File: src/rtl/elevador_pkg.sv
// elevador_pkg: state encoding and default parameters shared by the elevator controller.
package elevador_pkg;
    typedef enum logic [1:0] {IDLE, MOVE, DOOR, ERRO} state_t;
    localparam int DEF_NUM_FLOORS  = 4;
    localparam int DEF_MOVE_CYCLES = 16;
    localparam int DEF_DOOR_CYCLES = 8;
    localparam int TMR_W           = 16;
endpackage

File: src/rtl/elevador_timer.sv
// elevador_timer: loadable down-counter; o_done is high while the count sits at zero.
module elevador_timer import elevador_pkg::*; (
    input  logic             clk,
    input  logic             rst,
    input  logic             i_load,
    input  logic [TMR_W-1:0] i_val,
    output logic             o_done
);
    logic [TMR_W-1:0] r_cnt;
    always_ff @(posedge clk) begin
        if (rst) r_cnt <= '0;
        else if (i_load) r_cnt <= i_val;
        else if (r_cnt != '0) r_cnt <= r_cnt - 1'b1;
    end
    assign o_done = r_cnt == '0;
endmodule

File: src/rtl/elevador_ctrl_n.sv
// elevador_ctrl_n: N-floor elevator controller (IDLE/MOVE/DOOR/ERRO) with latched calls.
// Define ELEVADOR_EMERG_EN to add the emerg input (clear calls, stop at next floor, hold door).
module elevador_ctrl_n import elevador_pkg::*; #(
    parameter int NUM_FLOORS  = DEF_NUM_FLOORS,
    parameter int MOVE_CYCLES = DEF_MOVE_CYCLES,
    parameter int DOOR_CYCLES = DEF_DOOR_CYCLES
) (
    input  logic                          clk,
    input  logic                          rst,
    input  logic [NUM_FLOORS-1:0]         call_req,
    input  logic                          PA,
`ifdef ELEVADOR_EMERG_EN
    input  logic                          emerg,
`endif
    output logic [$clog2(NUM_FLOORS)-1:0] cur_floor,
    output logic                          moving,
    output logic                          dir_up,
    output logic                          door_open,
    output logic [NUM_FLOORS-1:0]         pending,
    output logic                          Erro
);
    localparam int FW = $clog2(NUM_FLOORS);
    localparam logic [NUM_FLOORS-1:0] ONE = {{(NUM_FLOORS-1){1'b0}}, 1'b1};
    localparam logic [FW-1:0] TOP = FW'(NUM_FLOORS-1);
    localparam logic [TMR_W-1:0] MV_LD = TMR_W'(MOVE_CYCLES-1);
    localparam logic [TMR_W-1:0] DR_LD = TMR_W'(DOOR_CYCLES-1);

    state_t                r_state;
    logic [FW-1:0]         r_cur;
    logic                  r_moving, r_dir, r_door, r_erro;
    logic [NUM_FLOORS-1:0] r_pend;
    logic [FW-1:0]         w_nf;
    logic [NUM_FLOORS-1:0] w_oh_cur, w_oh_nf, w_keep, w_clr, w_pend_nx;
    logic w_emg, w_here, w_hit, w_arrive, w_ld_mv, w_ld_dr, w_rev, w_mv_done, w_dr_done;
    logic w_ahead_c, w_behind_c, w_ahead_n, w_behind_n;

    // Mask of floors strictly above (up=1) or below (up=0) floor f.
    function automatic logic [NUM_FLOORS-1:0] f_side(input logic [FW-1:0] f, input logic up);
        for (int i = 0; i < NUM_FLOORS; i++) f_side[i] = up ? (i > int'(f)) : (i < int'(f));
    endfunction

`ifdef ELEVADOR_EMERG_EN
    logic r_emg;
    assign w_emg = emerg | r_emg;
    always_ff @(posedge clk) begin
        if (rst) r_emg <= 1'b0;
        else r_emg <= r_state == MOVE && !PA && !w_mv_done && w_emg;
    end
`else
    assign w_emg = 1'b0;
`endif

    assign w_nf       = r_dir ? (r_cur == TOP ? r_cur : r_cur + 1'b1) : (r_cur == '0 ? r_cur : r_cur - 1'b1);
    assign w_oh_cur   = ONE << r_cur;
    assign w_oh_nf    = ONE << w_nf;
    assign w_ahead_c  = |(r_pend & f_side(r_cur, r_dir));
    assign w_behind_c = |(r_pend & f_side(r_cur, !r_dir));
    assign w_ahead_n  = |(r_pend & f_side(w_nf, r_dir));
    assign w_behind_n = |(r_pend & f_side(w_nf, !r_dir));
    assign w_here     = call_req[r_cur] | r_pend[r_cur] | w_emg;
    assign w_hit      = r_pend[w_nf] | w_emg;
    assign w_arrive   = r_state == MOVE && !PA && w_mv_done;
    assign w_ld_dr    = (r_state == IDLE && w_here) || (w_arrive && w_hit) ||
                        (r_state == DOOR && (call_req[r_cur] || w_emg || (w_dr_done && PA)));
    assign w_ld_mv    = (r_state == IDLE && !w_here && (w_ahead_c || w_behind_c)) ||
                        (w_arrive && !w_hit && (w_ahead_n || w_behind_n));
    assign w_rev      = (r_state == IDLE && !w_here && !w_ahead_c && w_behind_c) ||
                        (w_arrive && !w_hit && !w_ahead_n && w_behind_n);
    // A call for the floor the cabin is standing at reopens the door instead of latching.
    assign w_keep     = r_state == MOVE ? '1 : ~w_oh_cur;
    assign w_clr      = (r_state == IDLE && w_here) ? w_oh_cur : (w_arrive && w_hit) ? w_oh_nf : '0;
    assign w_pend_nx  = w_emg ? '0 : (r_pend | (call_req & w_keep)) & ~w_clr;

    elevador_timer u_mv (.clk(clk), .rst(rst), .i_load(w_ld_mv), .i_val(MV_LD), .o_done(w_mv_done));
    elevador_timer u_dr (.clk(clk), .rst(rst), .i_load(w_ld_dr), .i_val(DR_LD), .o_done(w_dr_done));

    always_ff @(posedge clk) begin
        if (rst) begin
            r_state  <= IDLE;
            r_cur    <= '0;
            r_moving <= 1'b0;
            r_dir    <= 1'b1;
            r_door   <= 1'b0;
            r_pend   <= '0;
            r_erro   <= 1'b0;
        end else begin
            if (r_state != ERRO && !(r_state == MOVE && PA)) r_pend <= w_pend_nx;
            if (w_rev) r_dir <= ~r_dir;
            case (r_state)
                IDLE: begin
                    if (w_ld_dr) begin
                        r_state <= DOOR;
                        r_door  <= 1'b1;
                    end else if (w_ld_mv) begin
                        r_state  <= MOVE;
                        r_moving <= 1'b1;
                    end
                end
                MOVE: begin
                    if (PA) begin
                        r_state  <= ERRO;
                        r_erro   <= 1'b1;
                        r_moving <= 1'b0;
                    end else if (w_mv_done) begin
                        r_cur <= w_nf;
                        if (w_ld_dr) begin
                            r_state  <= DOOR;
                            r_door   <= 1'b1;
                            r_moving <= 1'b0;
                        end else if (!w_ld_mv) begin
                            r_state  <= IDLE;
                            r_moving <= 1'b0;
                        end
                    end
                end
                DOOR: begin
                    if (w_dr_done && !w_ld_dr) begin
                        r_state <= IDLE;
                        r_door  <= 1'b0;
                    end
                end
                default: ;
            endcase
        end
    end

    assign cur_floor = r_cur;
    assign moving    = r_moving;
    assign dir_up    = r_dir;
    assign door_open = r_door;
    assign pending   = r_pend;
    assign Erro      = r_erro;
endmodule
File: config.mk
export PLATFORM = sky130hd
export DESIGN_NAME = elevador_ctrl_n
export DESIGN_NICKNAME = d
export VERILOG_FILES = /design/src/rtl/elevador_pkg.sv /design/src/rtl/elevador_timer.sv /design/src/rtl/elevador_ctrl_n.sv
export SDC_FILE = /design/constraint.sdc
export NUM_CORES = 1
export LEC_CHECK = 0
export BUFFER_PORTS_ARGS = -buffer_cell sky130_fd_sc_hd__buf_2
export CORE_MARGIN = 1.5
export CORE_UTILIZATION = 55
export CTS_CLUSTER_DIAMETER = 150
export DETAILED_ROUTE_END_ITERATION = 7
export PLACE_DENSITY = 0.74
export SLEW_MARGIN = 20
export SYNTH_ARGS = -nofsm -noshare
export SYNTH_HDL_FRONTEND = slang
export SYNTH_SLANG_ARGS = --single-unit
File: constraint.sdc
create_clock -name clk -period 5.25 [get_ports clk]
set_clock_uncertainty 0.05 [all_clocks]
set_input_delay 0.2625 -clock clk [delete_from_list [all_inputs] [get_ports clk]]
set_output_delay 0.2625 -clock clk [all_outputs]
set_load 0.05 [all_outputs]
==> impl_metrics.tcl, run 1 <==
set metrics [dict create \
    p_leak_nw 1.04 \
    holdPathStages 3 \
    synth.most_common_cell "dfxtp_1" \
    synthTopCellsByArea "dfxtp_1 (35%), xor2_1 (5.5%), nor2_1 (5.5%)" \
    ioPinCount 17 \
    antenna_left 0 \
    r2r_slack_ns 2.31 \
    synth_warnings 0 \
    track_usage 0.216 \
    rsz0062_at_grt "false" \
    drt_first_pass_iters 4 \
    synth.distinct_cells 56 \
    synth_flop_cell "dfxtp_1" \
    powerDensity_nw_per_um2 649 \
    synthCells 304 \
    worstMarginPinSlew_ns 0.740 \
    dp_hpwl_um 3700 \
    numCtsBuffers 5 \
    max_stage_delay_ns 0.64 \
    ir_worst_vdd_v 0.000408 \
    slew_violations 0 \
    routed_via_density 5.88 \
    layout.nets 330 \
    grt_max_degree 23 \
    antenna_cells 0 \
    n_fill_cell 406 \
    first_global_vias 1975 \
    wire_per_inst_um 14.3 \
    clock-sinks 44 \
    ys_ff_latch 44 \
    drv_cap 0 \
    yosys.area.top_type_share 0.348 \
    dpl_cell_area_um2 2620 \
    area_growth_pct 6.43 \
    synth-edff-count 0 \
    dieArea_um2 5020 \
    min_period_over_period 0.560 \
    drtIter0Drc 114 \
    cp_cell_sequence "or4_4 -> or4_4 -> and4bb_1 -> o21ai_2 -> and2_0 -> nand2b_1 -> nor2_1" \
    slowest_stage "or4_4" \
    r2r-start "u_mv.r_cnt[7]" \
    setup_viol 0 \
    worstPathRequired_ns 5.36 \
    critPathMaxFanout 12 \
    die_h_um 70.8 \
    synthArstFlopShare 0 \
    clock_path_buffers 2 \
    clock_latency_ns 0.29 \
    final_area_um2 2690 \
    reg2reg_depth 7 \
    drc_errors 0 \
    synth_nets 320 \
    crit_top_cell "or4_4" \
    fin_crit_ns 2.94 \
    cts_hold_buf 0 \
    die_x_um 70.8 \
    status "completed" \
    path_class "register to register" \
    finalHoldViolations 0 \
    power_mw 1.75 \
    drive_gt1_frac 0.111 \
    holdCritStartpoint "call_req[1]" \
    cts.htree.levels 2 \
    path_clk_slew_ns 0.08 \
    yosysTopAreaCell "dfxtp_1" \
    cp-start-kind "register" \
    ys_top_cells_by_count "dfxtp_1 (44), nor2_1 (37), nand2_1 (24), a21oi_1 (18), xor2_1 (16)" \
    fmax_mhz 340 \
    grt_pass1_wl_um 8750 \
    initial_core_util 0.577 \
    gr-total-overflow 0 \
    globalplace.congestion 0.830 \
    syn_avg_cell_area_um2 8.33 \
    totalWireLength_um 5220 \
    critPathCaptureType "register" \
    cts-resized-gates 0 \
    antenna_found_initial 0 \
    cp-startpoint "u_mv.r_cnt[7]" \
    min_path_type "input pin to register" \
    core_um2 4380 \
    worst_ep_arrival_time_ns 3.05 \
    synth-seq-area-share 0.348 \
    numPortBuffers 16 \
    tritoncts "yes" \
    slew_headroom 0.502 \
    netlist_area_um2 2530 \
    rows 24 \
    num_vias 2153 \
    fin_setup_tns_ns 0 \
    clockRootBuffer "clkbuf_8" \
    cts_setup_buffers 0 \
]
==> power by group <==
part	switching [mW]	total [mW]	leakage (nW)	internal, mW
sequential	0.131	0.601	0.361	0.470
clock	0.106	0.197	0.0410	0.0905
combinational	0.542	0.949	0.639	0.407
total	0.779	1.75	1.04	0.968
==> worst max-delay path, delay by kind of cell (launching register included) <==
family,cells,cell delay (ns)
AND/OR/NAND/NOR,6,2.31
flip-flops,1,0.35
AO/OA/AOI/OAI,1,0.09
==> per-layer routing <==
layer	up-vias	routed length, um	track usage	part of all wire
li1	1118	-	-	-
met5	-	0	0	0
met3	5	289	0.0556	0.055
met2	45	2310	0.332	0.44
met4	0	51	0.0839	0.0098
met1	985	2570	0.292	0.49
==> final cells by class <==
class | count | area [um2] | share of cell area
Inverter | 15 | 56.3 | 0.0209
Multi-Input combinational cell | 232 | 1530 | 0.569
Timing Repair Buffer | 16 | 80.1 | 0.0297
Clock inverter | 1 | 5.00 | 0.00186
Sequential cell | 44 | 881 | 0.327
Clock buffer | 6 | 72.6 | 0.0269
Tap cell | 52 | 65.1 | 0.0242
==> cell usage in the layout (no fill, tap or decap), types with 8 or more instances in the layout <==
cell and count:
o21ai_0 15, ha_1 9, a31oi_1 8, buf_2 16
inv_1 14, dfxtp_1 44, a21oi_1 18, nor2_1 37
nand2_1 24, xnor2_1 9, xor2_1 16
==> cells by family (layout without fill, tap and decap cells) <==
kind of cell / Yosys count / in the layout / synth area share
AOI/OAI and AO/OA: 76 / 76 / 0.203
xor gates and xnor gates: 25 / 25 / 0.0865
adders and majority gates: 9 / 9 / 0.0445
buffers and inverters: 28 / 38 / 0.0460
DFF: 44 / 44 / 0.348
muxes: 4 / 4 / 0.0262
and+or+nand+nor: 118 / 118 / 0.246
==> through the flow <==
step,hold WS [ns],worst slack [ns],std cells,util
3_5_place_dp,0.401,2.30,359,0.597
2_1_floorplan,0.357,2.44,304,-
4_1_cts,0.232,2.29,366,0.614
5_1_grt,0.241,2.06,366,0.614
3_3_place_gp,0.396,2.41,359,0.597
6_report,0.248,2.31,366,0.614
==> sequential cells by signal, indices dropped and copies added (netlist names) <==
| name | count |
|---|---|
| u_dr.r_cnt | 16 |
| u_mv.r_cnt | 16 |
| pending | 4 |
| cur_floor | 2 |
| r_state | 2 |
| Erro | 1 |
| dir_up | 1 |
| door_open | 1 |
| moving | 1 |
==> worst paths after layout <==
kind                                        to
worst min register to register   u_mv.r_cnt[6]
worst min-delay path                pending[1]
worst max register to register  u_mv.r_cnt[11]
worst max-delay path            u_mv.r_cnt[11]
Power figures use the tool's default switching activity.
==> run 2: changes to the inputs <==
- ABC_AREA: unset -> 1
- PLACE_DENSITY: 0.74 -> 0.73
- clock period: 5.25 -> 2.8 ns (I/O delays scaled with it)
==> impl_metrics.tcl, run 2 <==
set metrics [dict create \
    status "completed" \
    critPathCapture "u_dr.r_cnt[8]" \
    final_common_cell "nand2_1" \
    path_buf_inv 3 \
    r2r-end "u_dr.r_cnt[8]" \
    path_class "register to register" \
    track_usage 0.247 \
    synth-seq-area-share 0.313 \
    clock-sinks 44 \
    numCtsBuffers 5 \
    syn_avg_cell_area_um2 6.29 \
    critPathMaxFanout 13 \
    tritoncts "yes" \
    critPathCaptureType "register" \
    grt_max_degree 14 \
    drt_first_pass_iters 5 \
    powerDensity_nw_per_um2 1270 \
    drtIter0Drc 198 \
    ir_worst_vdd_v 0.000689 \
    seqPwrFrac 0.294 \
    synth_nets 464 \
    cts-resized-gates 0 \
    yosys.area.top_type_share 0.313 \
    cp_cell_sequence "inv_1 -> ha_1 -> inv_1 -> nor2_1 -> inv_1 -> nor2_1 -> nand2_2 -> nand2_2 -> nor2_4 -> nand2_1 -> a21oi_1 -> o21a_1" \
    cell_internal_pwr_mw 1.85 \
    synth-edff-count 0 \
    die_x_um 74.6 \
    core_um2 4820 \
    grt_pass1_wl_um 10700 \
    drv_cap 0 \
    fin_setup_tns_ns 0 \
    p_sw_mw 1.97 \
    worst_ep_arrival_time_ns 2.60 \
    worstPathRequired_ns 2.99 \
    drc_errors 0 \
    antenna_cells 0 \
    final_area_um2 3020 \
    area_growth_pct 7.06 \
    slew_violations 0 \
    cp-start-kind "register" \
    synth_flop_cell "dfxtp_1" \
    crit_cells 12 \
    yosysTopAreaCell "dfxtp_1" \
    slowest_stage "dfxtp_1" \
    clockRootBuffer "clkbuf_8" \
    fmax_mhz 415 \
    synthCells 448 \
    r2r-start "r_state[1]" \
    rows 25 \
    drive_gt1_frac 0.101 \
    cts.htree.levels 2 \
    fin_crit_ns 2.41 \
    hold-worst-slack_ns 0.0783 \
    layout.nets 481 \
    cp-startpoint "r_state[1]" \
    min_path_type "input pin to register" \
    ys_top_cells_by_count "nand2_1 (103), nor2_1 (82), inv_1 (55), dfxtp_1 (44), a21oi_1 (35)" \
    path_clk_slew_ns 0.09 \
    pwr-share-comb 0.606 \
    synthTopCellsByArea "dfxtp_1 (31%), nand2_1 (14%), nor2_1 (11%)" \
    synth_warnings 0 \
    finalHoldViolations 0 \
    synth.most_common_cell "nand2_1" \
    slew_headroom 0.676 \
    synth.distinct_cells 34 \
    cts_setup_buffers 0 \
    synthArstFlopShare 0 \
    antenna_left 0 \
    final_cell_mix "nand2_1 (103), nor2_1 (82), inv_1 (55)" \
    reg2reg_depth 12 \
    globalplace.congestion 0.975 \
    clock_path_buffers 2 \
    antenna_found_initial 0 \
    clock_latency_ns 0.29 \
    initial_core_util 0.585 \
    dp_hpwl_um 4800 \
    setup_viol 0 \
    worstMarginPinSlew_ns 0.485 \
    die_h_um 74.6 \
    cts_hold_buf 0 \
    dieArea_um2 5560 \
    first_global_vias 2404 \
    min_period_over_period 0.861 \
    totalWireLength_um 6320 \
    max_stage_delay_ns 0.41 \
    rsz0062_at_grt "false" \
    dpl_cell_area_um2 2940 \
    p_clk_frac 0.100 \
    crit_top_cell "inv_1" \
    switching_share 0.515 \
    r2r_slack_ns 0.39 \
    crit_family "simple AND/OR/NAND/NOR gates" \
    gr-total-overflow 0 \
    num_vias 2770 \
    netlist_area_um2 2820 \
    ys_ff_latch 44 \
    wire_per_inst_um 11.9 \
    ioPinCount 17 \
    routed_via_density 5.21 \
    numPortBuffers 16 \
    p_leak_nw 1.48 \
]
==> run 2: cell families after synthesis <==
family / share of synthesized area
fa+ha+maj: 0.0400
xor+xnor: 0.0311
compound gates: 0.128
simple gates: 0.394
flops: 0.313
buf+inv: 0.0937
==> run 2: layout make-up <==
| class | count | area (um2) |
|---|---|---|
| Tap cell | 67 | 83.8 |
| Timing Repair Buffer | 16 | 80.1 |
| Clock buffer | 6 | 72.6 |
| Fill cell | 473 | 1800 |
| Multi-Input combinational cell | 339 | 1670 |
| Inverter | 59 | 221 |
| Sequential cell | 44 | 881 |
| Clock inverter | 1 | 5.00 |
==> run 2: worst reg2reg max path, delay by kind of cell, from the launching register on <==
family / cells / cell delay [ns]
AO/OA/AOI/OAI: 2 / 0.35
adder cells (fa/ha/maj): 1 / 0.21
buffers and inverters: 3 / 0.45
flip-flops: 1 / 0.41
AND/OR/NAND/NOR: 6 / 0.89
==> run 2: routing by layer <==
metal | part of all wire | track usage | vias to the layer above
met5 | 0 | 0 | -
met3 | 0.053 | 0.0447 | 10
met4 | 0.013 | 0.0646 | 0
met2 | 0.45 | 0.392 | 84
met1 | 0.48 | 0.347 | 1216
li1 | - | - | 1460
==> run 2: worst min-delay path by stage <==
stage               depth (start not counted)          to   startpoint  slack [ns]
floorplan                                   2  pending[1]  call_req[1]        0.25
global placement                            2   door_open    door_open        0.38
detailed placement                          2   door_open    door_open        0.39
CTS                                         3  pending[1]  call_req[1]        0.07
global route                                3  pending[1]  call_req[1]        0.12
finish                                      3  pending[1]  call_req[1]        0.08
==> run 2: stage by stage <==
stage	power (mW)	util	setup WS [ns]	instances
4_1_cts	3.82	0.626	0.408	532
3_3_place_gp	3.41	0.610	0.514	525
6_report	3.82	0.626	0.389	532
5_1_grt	4.24	0.626	0.143	532
2_1_floorplan	2.91	-	0.660	448
3_5_place_dp	3.43	0.610	0.437	525
==> run 2: power by group through the flow <==
stage	combinational (mW)	clock, mW	sequential (mW)
after floorplan	1.74	0	1.16
after global placement	2.28	0	1.13
after detailed placement	2.29	0	1.13
after CTS	2.31	0.389	1.12
after global routing	2.66	0.414	1.16
final	2.32	0.380	1.12
==> run 3: changes to the inputs <==
- PLACE_DENSITY: 0.73 -> 0.76
- clock period: 2.8 -> 2.1 ns (I/O delays scaled with it)
==> impl_metrics.tcl, run 3 (synthesis gave the netlist of run 2 again) <==
set metrics [dict create \
    status "completed" \
    totalWireLength_um 7560 \
    min_path_type "input pin to register" \
    ioPinCount 17 \
    clockRootBuffer "clkbuf_8" \
    rows 25 \
    wire_per_inst_um 13.3 \
    drv_cap 0 \
    cts.htree.levels 2 \
    fmax_mhz 480 \
    final_cell_mix "nand2_1 (97), nor2_1 (57), inv_1 (50)" \
    globalplace.congestion 0.968 \
    rsz0062_at_grt "true" \
    drive_gt1_frac 0.269 \
    drtIter0Drc 254 \
    gr-total-overflow 0 \
    powerDensity_nw_per_um2 1680 \
    finalHoldViolations 0 \
    worst_ep_arrival_time_ns 2.23 \
    placed_cells 546 \
    clock-sinks 44 \
    min_period_over_period 0.993 \
    final_cells 569 \
    track_usage 0.260 \
    post-place-ws_ns 0.00224 \
    cts_hold_buf 0 \
    routed_via_density 5.46 \
    utilization 0.733 \
    drc_errors 0 \
    critPathMaxFanout 7 \
    grt_max_degree 16 \
    p_leak_nw 1.69 \
    initial_core_util 0.585 \
    power_mw 5.92 \
    path_clk_slew_ns 0.09 \
    numPortBuffers 16 \
    area_growth_pct 25.3 \
    clock_path_buffers 2 \
    numCtsBuffers 5 \
    final_area_um2 3530 \
    clock_latency_ns 0.31 \
    setup_viol 0 \
    grt_pass1_wl_um 11300 \
    antenna_cells 0 \
    critPathCaptureType "register" \
    core_um2 4820 \
    worstPathRequired_ns 2.25 \
    die_h_um 74.6 \
    num_vias 3107 \
    slew_headroom 0.690 \
    die_x_um 74.6 \
    dp_hpwl_um 5080 \
    first_global_vias 2696 \
    final_common_cell "nand2_1" \
    cp-start-kind "register" \
    layout.nets 517 \
    n_fill_cell 388 \
    fin_crit_ns 2.08 \
    path_class "register to register" \
    ir_worst_vdd_v 0.000846 \
    dpl_cell_area_um2 3100 \
    drt_first_pass_iters 7 \
    setup_ws_ns 0.0157 \
    slew_violations 0 \
    hold-worst-slack_ns 0.0335 \
    antenna_left 0 \
    fin_setup_tns_ns 0 \
    tritoncts "yes" \
    worstMarginPinSlew_ns 0.464 \
    antenna_found_initial 0 \
    dieArea_um2 5560 \
]
## run 3: changes by cell type in the layout (fill, tap and decap cells not counted), sizes merged
cell and change:
clkbuf -1, clkinv -1, bufinv +1, buf +36
clkinvlp +2
## run 3: what timing repair did
item	4_1_cts	5_1_grt
resized for setup	1	64
endpoints found under the setup margin	4	24
endpoints found under the hold margin	0	0
buffers inserted	0	15
pin swaps	0	29
## run 3: final cells by class
| type | count | area (um2) | area share |
|---|---|---|---|
| tap | 67 | 83.8 | 0.0238 |
| sequential | 44 | 897 | 0.254 |
| multi-input combinational | 339 | 1830 | 0.520 |
| timing repair buffer | 52 | 374 | 0.106 |
| clock buffer | 5 | 68.8 | 0.0195 |
| clock inverter | 3 | 46.3 | 0.0131 |
| inverter | 59 | 225 | 0.0638 |
## run 3: where the power goes
part / switching (mW) / leakage (nW) / total, mW / internal [mW]
Clock: 0.322 / 0.0548 / 0.680 / 0.359
Sequential: 0.343 / 0.364 / 1.52 / 1.17
Combinational: 2.25 / 1.28 / 3.72 / 1.47
Total: 2.92 / 1.69 / 5.92 / 3.00
## run 3: per-layer routing
| layer | track usage | vias to the layer above | wire (um) |
|---|---|---|---|
| li1 | - | 1539 | - |
| met1 | 0.338 | 1394 | 3330 |
| met2 | 0.425 | 142 | 3490 |
| met4 | 0.111 | 0 | 242 |
| met3 | 0.0461 | 32 | 500 |
| met5 | 0 | - | 0 |
## run 3: worst max-delay path: stages (launching register included)
cell,delay (ns)
dfxtp_4,0.39
buf_6,0.13
nor2_4,0.20
nor2_4,0.06
a21oi_2,0.13
nand2_1,0.10
nand2_2,0.10
nand2_2,0.07
nor2_4,0.23
nand2_2,0.12
buf_4,0.15
nand2_2,0.06
nand3_1,0.06
nand2_1,0.07
a21oi_1,0.06
## run 3: final timing paths
path	slack (ns)	cells after the start	start	end
worst max-delay path	0.02	14	cur_floor[1]	moving
worst max register to register	0.02	14	cur_floor[1]	moving
worst min register to register	0.40	2	door_open	door_open
worst min-delay path	0.03	3	call_req[1]	pending[1]
